--- src/rtl/mem_stage_pkg.sv ---
// Shared definitions for the memory-access stage: bus widths, op codes, FSM encoding.
// Latency: n/a (constants and pure combinational helper functions only).
// Backpressure: n/a.
// Contents: RegBus/RegAddrBus/AluOpBus widths, EXE_*_OP codes, ZeroWord, NOPRegAddr,
// WriteDisable, mem_state_e, and op-classification helpers used by mem_stage/mem_lane_fmt.
package mem_stage_pkg;

    localparam int RegBus     = 32;
    localparam int RegAddrBus = 5;
    localparam int AluOpBus   = 8;

    localparam logic [RegBus-1:0]     ZeroWord     = '0;
    localparam logic [RegAddrBus-1:0] NOPRegAddr   = '0;
    localparam logic                  WriteDisable = 1'b0;

    // Load/store op codes; anything else is treated as a non-memory op.
    localparam logic [AluOpBus-1:0] EXE_LB_OP  = 8'b1110_0000;
    localparam logic [AluOpBus-1:0] EXE_LH_OP  = 8'b1110_0001;
    localparam logic [AluOpBus-1:0] EXE_LW_OP  = 8'b1110_0011;
    localparam logic [AluOpBus-1:0] EXE_LBU_OP = 8'b1110_0100;
    localparam logic [AluOpBus-1:0] EXE_LHU_OP = 8'b1110_0101;
    localparam logic [AluOpBus-1:0] EXE_SB_OP  = 8'b1110_1000;
    localparam logic [AluOpBus-1:0] EXE_SH_OP  = 8'b1110_1001;
    localparam logic [AluOpBus-1:0] EXE_SW_OP  = 8'b1110_1011;

    typedef enum logic [0:0] {
        ST_IDLE   = 1'b0,
        ST_ACCESS = 1'b1
    } mem_state_e;

    function automatic logic op_is_load(input logic [AluOpBus-1:0] op);
        return (op == EXE_LB_OP)  || (op == EXE_LBU_OP) || (op == EXE_LH_OP) ||
               (op == EXE_LHU_OP) || (op == EXE_LW_OP);
    endfunction

    function automatic logic op_is_store(input logic [AluOpBus-1:0] op);
        return (op == EXE_SB_OP) || (op == EXE_SH_OP) || (op == EXE_SW_OP);
    endfunction

    function automatic logic op_is_mem(input logic [AluOpBus-1:0] op);
        return op_is_load(op) || op_is_store(op);
    endfunction

    function automatic logic op_is_half(input logic [AluOpBus-1:0] op);
        return (op == EXE_LH_OP) || (op == EXE_LHU_OP) || (op == EXE_SH_OP);
    endfunction

    function automatic logic op_is_word(input logic [AluOpBus-1:0] op);
        return (op == EXE_LW_OP) || (op == EXE_SW_OP);
    endfunction

    // True when the low address bits do not match the access size.
    function automatic logic op_misaligned(input logic [AluOpBus-1:0] op,
                                           input logic [1:0]          off);
        return (op_is_half(op) && off[0]) || (op_is_word(op) && (off != 2'b00));
    endfunction

endpackage

--- src/rtl/mem_lane_fmt.sv ---
// Byte-lane formatter: store sel/wdata from op/offset/reg2, load extraction/extension.
// Latency: purely combinational, 0 cycles.
// Backpressure: none; outputs follow inputs.
// Ports: st_op_i/st_off_i/st_reg2_i (store/issue side), ld_op_i/ld_off_i/ld_rdata_i
// (load side, from the latched access), eff_off_o (size-aligned offset), sel_o, wdata_o, ldata_o.
module mem_lane_fmt
    import mem_stage_pkg::*;
(
    input  logic [AluOpBus-1:0] st_op_i,
    input  logic [1:0]          st_off_i,
    input  logic [RegBus-1:0]   st_reg2_i,
    input  logic [AluOpBus-1:0] ld_op_i,
    input  logic [1:0]          ld_off_i,
    input  logic [RegBus-1:0]   ld_rdata_i,
    output logic [1:0]          eff_off_o,
    output logic [3:0]          sel_o,
    output logic [RegBus-1:0]   wdata_o,
    output logic [RegBus-1:0]   ldata_o
);

    // Halfword/word ops ignore the low address bits they cannot use.
    always_comb begin
        eff_off_o = st_off_i;
        if (op_is_word(st_op_i)) begin
            eff_off_o = 2'b00;
        end else if (op_is_half(st_op_i)) begin
            eff_off_o = {st_off_i[1], 1'b0};
        end
    end

    // Big-endian lanes: offset 0 is sel[3] / data[31:24].
    always_comb begin
        sel_o   = 4'b1111;
        wdata_o = st_reg2_i;
        if (op_is_half(st_op_i)) begin
            sel_o   = eff_off_o[1] ? 4'b0011 : 4'b1100;
            wdata_o = {2{st_reg2_i[15:0]}};
        end else if (!op_is_word(st_op_i)) begin
            sel_o   = 4'b1000 >> eff_off_o;
            wdata_o = {4{st_reg2_i[7:0]}};
        end
    end

    logic [7:0]  ld_byte;
    logic [15:0] ld_half;

    always_comb begin
        ld_byte = 8'h00;
        case (ld_off_i)
            2'd0:    ld_byte = ld_rdata_i[31:24];
            2'd1:    ld_byte = ld_rdata_i[23:16];
            2'd2:    ld_byte = ld_rdata_i[15:8];
            default: ld_byte = ld_rdata_i[7:0];
        endcase
        ld_half = ld_off_i[1] ? ld_rdata_i[15:0] : ld_rdata_i[31:16];
    end

    always_comb begin
        ldata_o = ZeroWord;
        case (ld_op_i)
            EXE_LB_OP:  ldata_o = {{24{ld_byte[7]}}, ld_byte};
            EXE_LBU_OP: ldata_o = {24'h000000, ld_byte};
            EXE_LH_OP:  ldata_o = {{16{ld_half[15]}}, ld_half};
            EXE_LHU_OP: ldata_o = {16'h0000, ld_half};
            EXE_LW_OP:  ldata_o = ld_rdata_i;
            default:    ldata_o = ZeroWord;
        endcase
    end

endmodule

--- src/rtl/mem_stage.sv ---
// MEM pipeline stage + MEM/WB register; loads/stores over a single-outstanding req/ack bus.
// Latency: non-memory 1 cycle; memory 2 cycles + 1 per bus wait state.
// Backpressure: stallreq high from issue until the ack cycle; dbus_req held until dbus_ack.
// Ports: EX/MEM inputs mem_*, data bus dbus_*, stallreq to pipeline control, MEM/WB outputs wb_*,
// excp_align. Optional feature macro: MEM_ALIGN_CHECK_EN (misaligned halfword/word ops trap
// instead of accessing the bus); undefined means low address bits are forced aligned.
module mem_stage
    import mem_stage_pkg::*;
(
    input  logic                  clk,
    input  logic                  rst,
    input  logic [RegAddrBus-1:0] mem_wd,
    input  logic                  mem_wreg,
    input  logic [RegBus-1:0]     mem_wdata,
    input  logic [AluOpBus-1:0]   mem_aluop,
    input  logic [RegBus-1:0]     mem_addr,
    input  logic [RegBus-1:0]     mem_reg2,
    output logic                  dbus_req,
    output logic                  dbus_we,
    output logic [RegBus-1:0]     dbus_addr,
    output logic [3:0]            dbus_sel,
    output logic [RegBus-1:0]     dbus_wdata,
    input  logic [RegBus-1:0]     dbus_rdata,
    input  logic                  dbus_ack,
    output logic                  stallreq,
    output logic [RegAddrBus-1:0] wb_wd,
    output logic                  wb_wreg,
    output logic [RegBus-1:0]     wb_wdata,
    output logic                  excp_align
);

    mem_state_e state_q, state_d;

    logic mem_op;
    logic misalign;
    logic issue;
    logic done;

    // Access context captured at issue; EX/MEM is frozen anyway, but this keeps the
    // load formatting independent of whatever upstream presents after the ack edge.
    logic [AluOpBus-1:0]   acc_op_q;
    logic [1:0]            acc_off_q;
    logic [RegAddrBus-1:0] acc_wd_q;
    logic                  acc_wreg_q;

    logic                  dbus_req_q;
    logic                  dbus_we_q;
    logic [RegBus-1:0]     dbus_addr_q;
    logic [3:0]            dbus_sel_q;
    logic [RegBus-1:0]     dbus_wdata_q;
    logic [RegAddrBus-1:0] wb_wd_q;
    logic                  wb_wreg_q;
    logic [RegBus-1:0]     wb_wdata_q;

    logic [1:0]            eff_off;
    logic [3:0]            fmt_sel;
    logic [RegBus-1:0]     fmt_wdata;
    logic [RegBus-1:0]     fmt_ldata;

    assign mem_op = op_is_mem(mem_aluop);

`ifdef MEM_ALIGN_CHECK_EN
    assign misalign = mem_op && op_misaligned(mem_aluop, mem_addr[1:0]);
`else
    assign misalign = 1'b0;
`endif

    // A trapped misaligned op never touches the bus and never stalls.
    assign issue = mem_op && !misalign;

    // FSM: state register
    always_ff @(posedge clk or negedge rst) begin
        if (!rst) begin
            state_q <= ST_IDLE;
        end else begin
            state_q <= state_d;
        end
    end

    // FSM: next state
    always_comb begin
        state_d = state_q;
        case (state_q)
            ST_IDLE:   state_d = issue ? ST_ACCESS : ST_IDLE;
            ST_ACCESS: state_d = dbus_ack ? ST_IDLE : ST_ACCESS;
            default:   state_d = ST_IDLE;
        endcase
    end

    // FSM: outputs. Stall drops in the ack cycle so upstream advances at that edge.
    always_comb begin
        stallreq = 1'b0;
        done     = 1'b0;
        case (state_q)
            ST_IDLE: begin
                stallreq = issue;
            end
            ST_ACCESS: begin
                stallreq = !dbus_ack;
                done     = dbus_ack;
            end
            default: begin
                stallreq = 1'b0;
                done     = 1'b0;
            end
        endcase
    end

    mem_lane_fmt u_lane_fmt (
        .st_op_i    (mem_aluop),
        .st_off_i   (mem_addr[1:0]),
        .st_reg2_i  (mem_reg2),
        .ld_op_i    (acc_op_q),
        .ld_off_i   (acc_off_q),
        .ld_rdata_i (dbus_rdata),
        .eff_off_o  (eff_off),
        .sel_o      (fmt_sel),
        .wdata_o    (fmt_wdata),
        .ldata_o    (fmt_ldata)
    );

    // Bus request side and captured access context.
    always_ff @(posedge clk or negedge rst) begin
        if (!rst) begin
            dbus_req_q   <= 1'b0;
            dbus_we_q    <= 1'b0;
            dbus_addr_q  <= ZeroWord;
            dbus_sel_q   <= 4'b0000;
            dbus_wdata_q <= ZeroWord;
            acc_op_q     <= '0;
            acc_off_q    <= 2'b00;
            acc_wd_q     <= NOPRegAddr;
            acc_wreg_q   <= WriteDisable;
        end else if ((state_q == ST_IDLE) && issue) begin
            dbus_req_q   <= 1'b1;
            dbus_we_q    <= op_is_store(mem_aluop);
            dbus_addr_q  <= {mem_addr[RegBus-1:2], 2'b00};
            dbus_sel_q   <= fmt_sel;
            dbus_wdata_q <= fmt_wdata;
            acc_op_q     <= mem_aluop;
            acc_off_q    <= eff_off;
            acc_wd_q     <= mem_wd;
            acc_wreg_q   <= mem_wreg;
        end else if (done) begin
            dbus_req_q   <= 1'b0;
            dbus_we_q    <= 1'b0;
        end
    end

    // MEM/WB register. Write-enable is held low for the whole access so a frozen
    // pipeline never retires a stale write.
    always_ff @(posedge clk or negedge rst) begin
        if (!rst) begin
            wb_wd_q    <= NOPRegAddr;
            wb_wreg_q  <= WriteDisable;
            wb_wdata_q <= ZeroWord;
        end else if (state_q == ST_IDLE) begin
            if (issue) begin
                wb_wreg_q  <= WriteDisable;
            end else begin
                wb_wd_q    <= mem_wd;
                wb_wreg_q  <= misalign ? WriteDisable : mem_wreg;
                wb_wdata_q <= misalign ? ZeroWord : mem_wdata;
            end
        end else if (done) begin
            wb_wd_q <= acc_wd_q;
            if (op_is_load(acc_op_q)) begin
                wb_wreg_q  <= acc_wreg_q;
                wb_wdata_q <= fmt_ldata;
            end else begin
                wb_wreg_q  <= WriteDisable;
                wb_wdata_q <= ZeroWord;
            end
        end
    end

`ifdef MEM_ALIGN_CHECK_EN
    logic excp_align_q;

    // One-cycle pulse: the trapping op is consumed at the same edge.
    always_ff @(posedge clk or negedge rst) begin
        if (!rst) begin
            excp_align_q <= 1'b0;
        end else begin
            excp_align_q <= (state_q == ST_IDLE) && misalign;
        end
    end

    assign excp_align = excp_align_q;
`else
    assign excp_align = 1'b0;
`endif

    assign dbus_req   = dbus_req_q;
    assign dbus_we    = dbus_we_q;
    assign dbus_addr  = dbus_addr_q;
    assign dbus_sel   = dbus_sel_q;
    assign dbus_wdata = dbus_wdata_q;
    assign wb_wd      = wb_wd_q;
    assign wb_wreg    = wb_wreg_q;
    assign wb_wdata   = wb_wdata_q;

endmodule

--- config.mk ---
export PLATFORM = sky130hd
export DESIGN_NAME = mem_stage
export DESIGN_NICKNAME = d
export VERILOG_FILES = /design/src/rtl/mem_stage_pkg.sv /design/src/rtl/mem_lane_fmt.sv /design/src/rtl/mem_stage.sv
export SDC_FILE = /design/constraint.sdc
export NUM_CORES = 1
export LEC_CHECK = 0
export CAP_MARGIN = 20
export CORE_UTILIZATION = 47
export CTS_CLUSTER_SIZE = 8
export DETAILED_ROUTE_END_ITERATION = 6
export PLACE_DENSITY_LB_ADDON = 0.2
export RECOVER_POWER = 100
export SYNTH_ARGS = -nofsm -noshare
export SYNTH_HDL_FRONTEND = slang
export SYNTH_SLANG_ARGS = --single-unit
--- constraint.sdc ---
create_clock -name clk -period 5.3 [get_ports clk]
set_clock_uncertainty 0.1 [all_clocks]
set_input_delay 1.325 -clock clk [delete_from_list [all_inputs] [get_ports clk]]
set_output_delay 1.325 -clock clk [all_outputs]
set_load 0.005 [all_outputs]
# Yosys cells after proc, flatten, opt, wreduce, memory -nomap -nowiden

Index checks and enable logic that the tools add are counted.

Bits in registers: 123
Bits of input ports: 145
Output and inout port bits: 110

Equal/unequal tests: 17
Shift-type cells: 1
Muxes and demuxes: 29
Bitwise operators: 1
Reductions and logical operators: 19

Operators by type and width:

| kind                                                  | count |
|---|---|
| two-way mux 32 bit                                    | 6 |
| one-hot mux 32 bit (5 select lines)                   | 1 |
| == test 8 bit, second input constant                  | 13 |
| one-hot mux 8 bit (3 select lines)                    | 1 |
| two-way mux 16 bit                                    | 1 |
| two-way mux 5 bit                                     | 3 |
| logical OR 1 bit                                      | 14 |
| two-way mux 4 bit                                     | 3 |
| two-way mux 1 bit                                     | 11 |
| one-hot mux 1 bit (2 select lines)                    | 2 |
| right shift 4 x 2 -> 4 bit, first input constant      | 1 |
| == test 2 x 1 -> 1 bit, second input constant         | 1 |
| == test 2 bit, second input constant                  | 1 |
| zero test 2 bit                                       | 1 |
| two-way mux 2 bit                                     | 1 |
| inequality test 2 x 1 -> 1 bit, second input constant | 1 |
| inequality test 2 bit, second input constant          | 1 |
| AND reduction 2 bit                                   | 1 |
| nonzero test 2 bit                                    | 1 |
| logical AND 1 bit                                     | 1 |
| zero test 1 bit                                       | 1 |
| NOT 1 bit                                             | 1 |

# Longest topological paths before layout

Depth in word-level cells: 8
Mapped depth: 8

# Modules after synthesis

Synthesis repeated with hierarchy kept, for this count alone.

Cell total of the unflattened synthesis: 715
Area total of the unflattened synthesis: 6561.3 um^2

Modules (own cells, without submodules):

| module       | times used | cells an instance | area an instance (um^2) | sequential area each (um^2) |
|---|---|---|---|---|
| mem_stage    | 1          | 537               | 5178.7                  | 3078.0 |
| mem_lane_fmt | 1          | 178               | 1382.6                  | 0.0 |

# Worst setup path after synthesis

No wires, ideal clock.

Path kind: input to output
Start point: input port mem_aluop[1]
End point: output port stallreq
Arrival: 2.424 ns
Required time: 3.875 ns
Path slack: 1.451 ns
Stages: 5
Buffers on the path: 2
Cell sequence: buf_2 > o21ai_0 > a41oi_4 > inv_2 > buf_2

Word-level cells in the longest chain between the ends: 7
Elaborated cells between the ends (all ways): 16
Those cells by class: eq/ne: 8; mux: 1; reduce/logical: 7

RTL lines:

| what                                 | line                | source |
|---|---|---|
| start: declaration                   | mem_stage.sv:15     | `input logic [AluOpBus-1:0] mem_aluop,` |
| == test 8 bit                        | mem_stage_pkg.sv:32 | `return (op == EXE_LB_OP) \|\| (op == EXE_LBU_OP) \|\| (op == EXE_LH_OP) \|\|` |
| logical OR 1 bit (3 in series)       | mem_stage_pkg.sv:32 |  |
| logical OR 1 bit                     | mem_stage_pkg.sv:33 | `(op == EXE_LHU_OP) \|\| (op == EXE_LW_OP);` |
| logical OR 1 bit *                   | mem_stage_pkg.sv:41 | `return op_is_load(op) \|\| op_is_store(op);` |
| one-hot mux 1 bit (2 select lines) * | mem_stage.sv:94     | `case (state_q)` |
| end: declaration                     | mem_stage.sv:25     | `output logic stallreq,` |

Every way passes the cells marked *; elsewhere a longest branch is shown, timed or not.

# Worst setup path in the final report

Ends and elaborated chain as after synthesis.

==> flow_summary.ini <==
[outcome]
outcome = complete, but fails checks
violations = max-capacitance violations, max-slew violations

[sta]
fmax_mhz = 206.3
tns_ns = 0
maxSlewHeadroom = -0.8255
setup_viol = 0
min_period_ns = 4.848
hold_viol_final = 0
post-route-period-util = 0.9147
rsz0062_at_grt = no
worst_pin_slew_ns = 2.738
slew_violations = 170

[drt]
drt_iter0_drc = 405
wl_per_cell_um = 19.14
drc = 0
ant_nets = 0
vias = 5604
viasPerCell = 5.649
wirelength_um = 18980
firstDrtPassIters = 4

[cells_and_area]
diodes = 0
fill_cells = 891
utilization = 0.7315
final_cells = 992
area_delta_synth_final_pct = 49.24
layout-drive-gt1-share = 0.1146
finalNetCount = 954

[placed_design]
placement.io_buffers = 251
gp_congestion = 0.8623
hpwl_um = 13640
dp.cells = 961

[setup_path]
slowest_delay_ns = 0.62
crit_path_start_kind = primary input
cp_num_buf_inv = 4
crit_top_cell = dlygate4sd3_1
crit_fanout = 16
cp_cell_sequence = dlygate4sd3_1 -> buf_4 -> nand2b_1 -> a41oi_1 -> clkinv_1 -> dlygate4sd3_1
end_kind = primary output
cp.required_ns = 3.88
crit_family = buffers and inverters
criticalPathCategory = in -> out
critPathArrivalTime_ns = 3.42
worst_path_max_delay_cell = dlygate4sd3_1

[global_route]
antenna_found_initial = 0
gr-total-overflow = 0
grt_max_degree = 85
grt_first_pass_wirelength_um = 30970
grt_pass1_vias = 5926
track_usage = 0.2855

[synth]
netlist_instances = 577
synth_edf_count = 0
ys_seq_elements = 123
synthArstFlopShare = 1.000
syn_avg_cell_area_um2 = 10.89
synth_ff_type = dfrtp_1
syn_area_um2 = 6286
synth_area_leaders = dfrtp_1 49%, mux2_2 8.4%, mux2i_1 8.0%
synth_seq_area_share = 0.4896
synth_compound_area_frac = 0.2028
synth_fa_ha_area_frac = 0
synth_cell_types = 53
synth_xor_area_frac = 0
muxShareOfSynthArea = 0.1674
synth_area_leader_cell = dfrtp_1
synth_top_family_by_area = compound AO/OA/AOI/OAI gates
netlist.area_leader.share = 0.4896
yosys.area_share.simple = 0.09475
ys_warn_count = 0
synth_common_cells = 123 x dfrtp_1, 68 x a21oi_1, 50 x mux2i_1, 47 x mux2_2, 45 x nor2_1
yosysMostFrequentCell = dfrtp_1

[die]
rows = 41
io_pins = 255
dieArea_um2 = 13840
die_x_um = 117.7
die_h_um = 117.7
start_util = 0.4901
core_um2 = 12820

[min_path]
min_path_type = reg -> reg

[cts]
cts-buffers-inserted = 17
post_cts_buffers = 0
tritoncts = built
insertion_delay_ns = 0.42
cts.clk_slew.worst_paths_ns = 0.05
cts.sinks = 123
hold_buffers = 0
cts.path.max_buffers = 2
cts.repair.resized = 0
cts_root_buf = clkbuf_16
htree_levels = 4

[power_and_ir_drop]
leakage_uw = 0.004097
total_power_uw = 3309
power_density_nw_per_um2 = 352.7
ir_drop_mv = 0.2574

[flow_run]
max_cap_violations = 3
==> registers in the layout, summed over array words and instances, names as in the netlist <==
name / cells
wb_wdata: 32
acc_wd_q: 5
dbus_addr: 30
acc_wreg_q: 1
dbus_we: 1
wb_wd: 5
acc_off_q: 2
dbus_sel: 4
dbus_req: 1
acc_op_q: 8
dbus_wdata: 32
wb_wreg: 1
state_q: 1
==> metal layers <==
metal | vias to the layer above | part of all wire | GRT usage
met4 | 0 | 0.035 | 0.1386
met3 | 46 | 0.084 | 0.09302
met1 | 2711 | 0.40 | 0.3498
met5 | - | 0 | 0
met2 | 242 | 0.48 | 0.4533
li1 | 2605 | - | -
==> final timing paths <==
path / from / end / slack (ns) / cells after the start
max in group asynchronous: rst / dbus_wdata[26] / 1.31 / 2
setup reg to reg: state_q / wb_wdata[11] / 1.50 / 6
min in group asynchronous: rst / wb_wdata[17] / 1.68 / 1
hold / removal: wb_wd[4] / wb_wd[4] / 0.38 / 2
setup / recovery: mem_aluop[1] / stallreq / 0.45 / 6
hold reg to reg: wb_wd[4] / wb_wd[4] / 0.38 / 2
==> stage by stage <==
stage	hold slack (ns)	cell area [um^2]	setup slack (ns)
global placement	0.3652	8831	0.8124
floorplan	0.3551	6294	1.451
detailed placement	0.3679	8831	0.7806
CTS	0.3849	9423	0.7767
global route	0.4070	9382	0.3563
finish	0.3764	9382	0.4520
==> layout by cell type (no fill, tap or decap), drive strengths merged, types with 12 or more instances in the layout <==
| master | instances |
|---|---|
| a211oi | 18 |
| a21o | 17 |
| a21oi | 68 |
| clkbuf | 28 |
| clkdlybuf4s50 | 141 |
| dfrtp | 123 |
| dlygate4sd3 | 109 |
| mux2 | 47 |
| mux2i | 50 |
| nor2 | 45 |
| nor2b | 12 |
| o21ai | 18 |
| o2bb2ai | 15 |
| o32ai | 16 |
==> layout make-up <==
class                      instances  area (um^2)  share of cell area
inverter                           5        18.77            0.002001
clock inverter                     8        117.6             0.01254
clock buffer                      22        474.2             0.05055
timing repair buffer             262         2577              0.2747
multi-input combinational        400         2900              0.3091
tap                              172        215.2             0.02294
sequential                       123         3078              0.3281
==> where the power goes <==
group          leakage [uW]  internal [uW]  switching, uW
sequential          0.00149           1130            135
clock              0.000292            767            406
combinational       0.00232            521            346
==> cells by family (layout without fill, tap and decap cells) <==
kind of cell,count (synthesis),after routing
AO/OA/AOI/OAI,187,187
buffers and inverters,56,297
flip-flops,123,123
multiplexers,98,98
other,1,3
AND/OR/NAND/NOR,112,112
==> worst reg2reg max path: stages (launching register included) <==
cell and delay (ns):
dfrtp_1 0.79, inv_1 0.09, buf_4 0.26, a41oi_1 0.35
clkbuf_1 1.34, nand2_1 0.46, o21ai_0 0.32
Power figures use the tool's default switching activity.
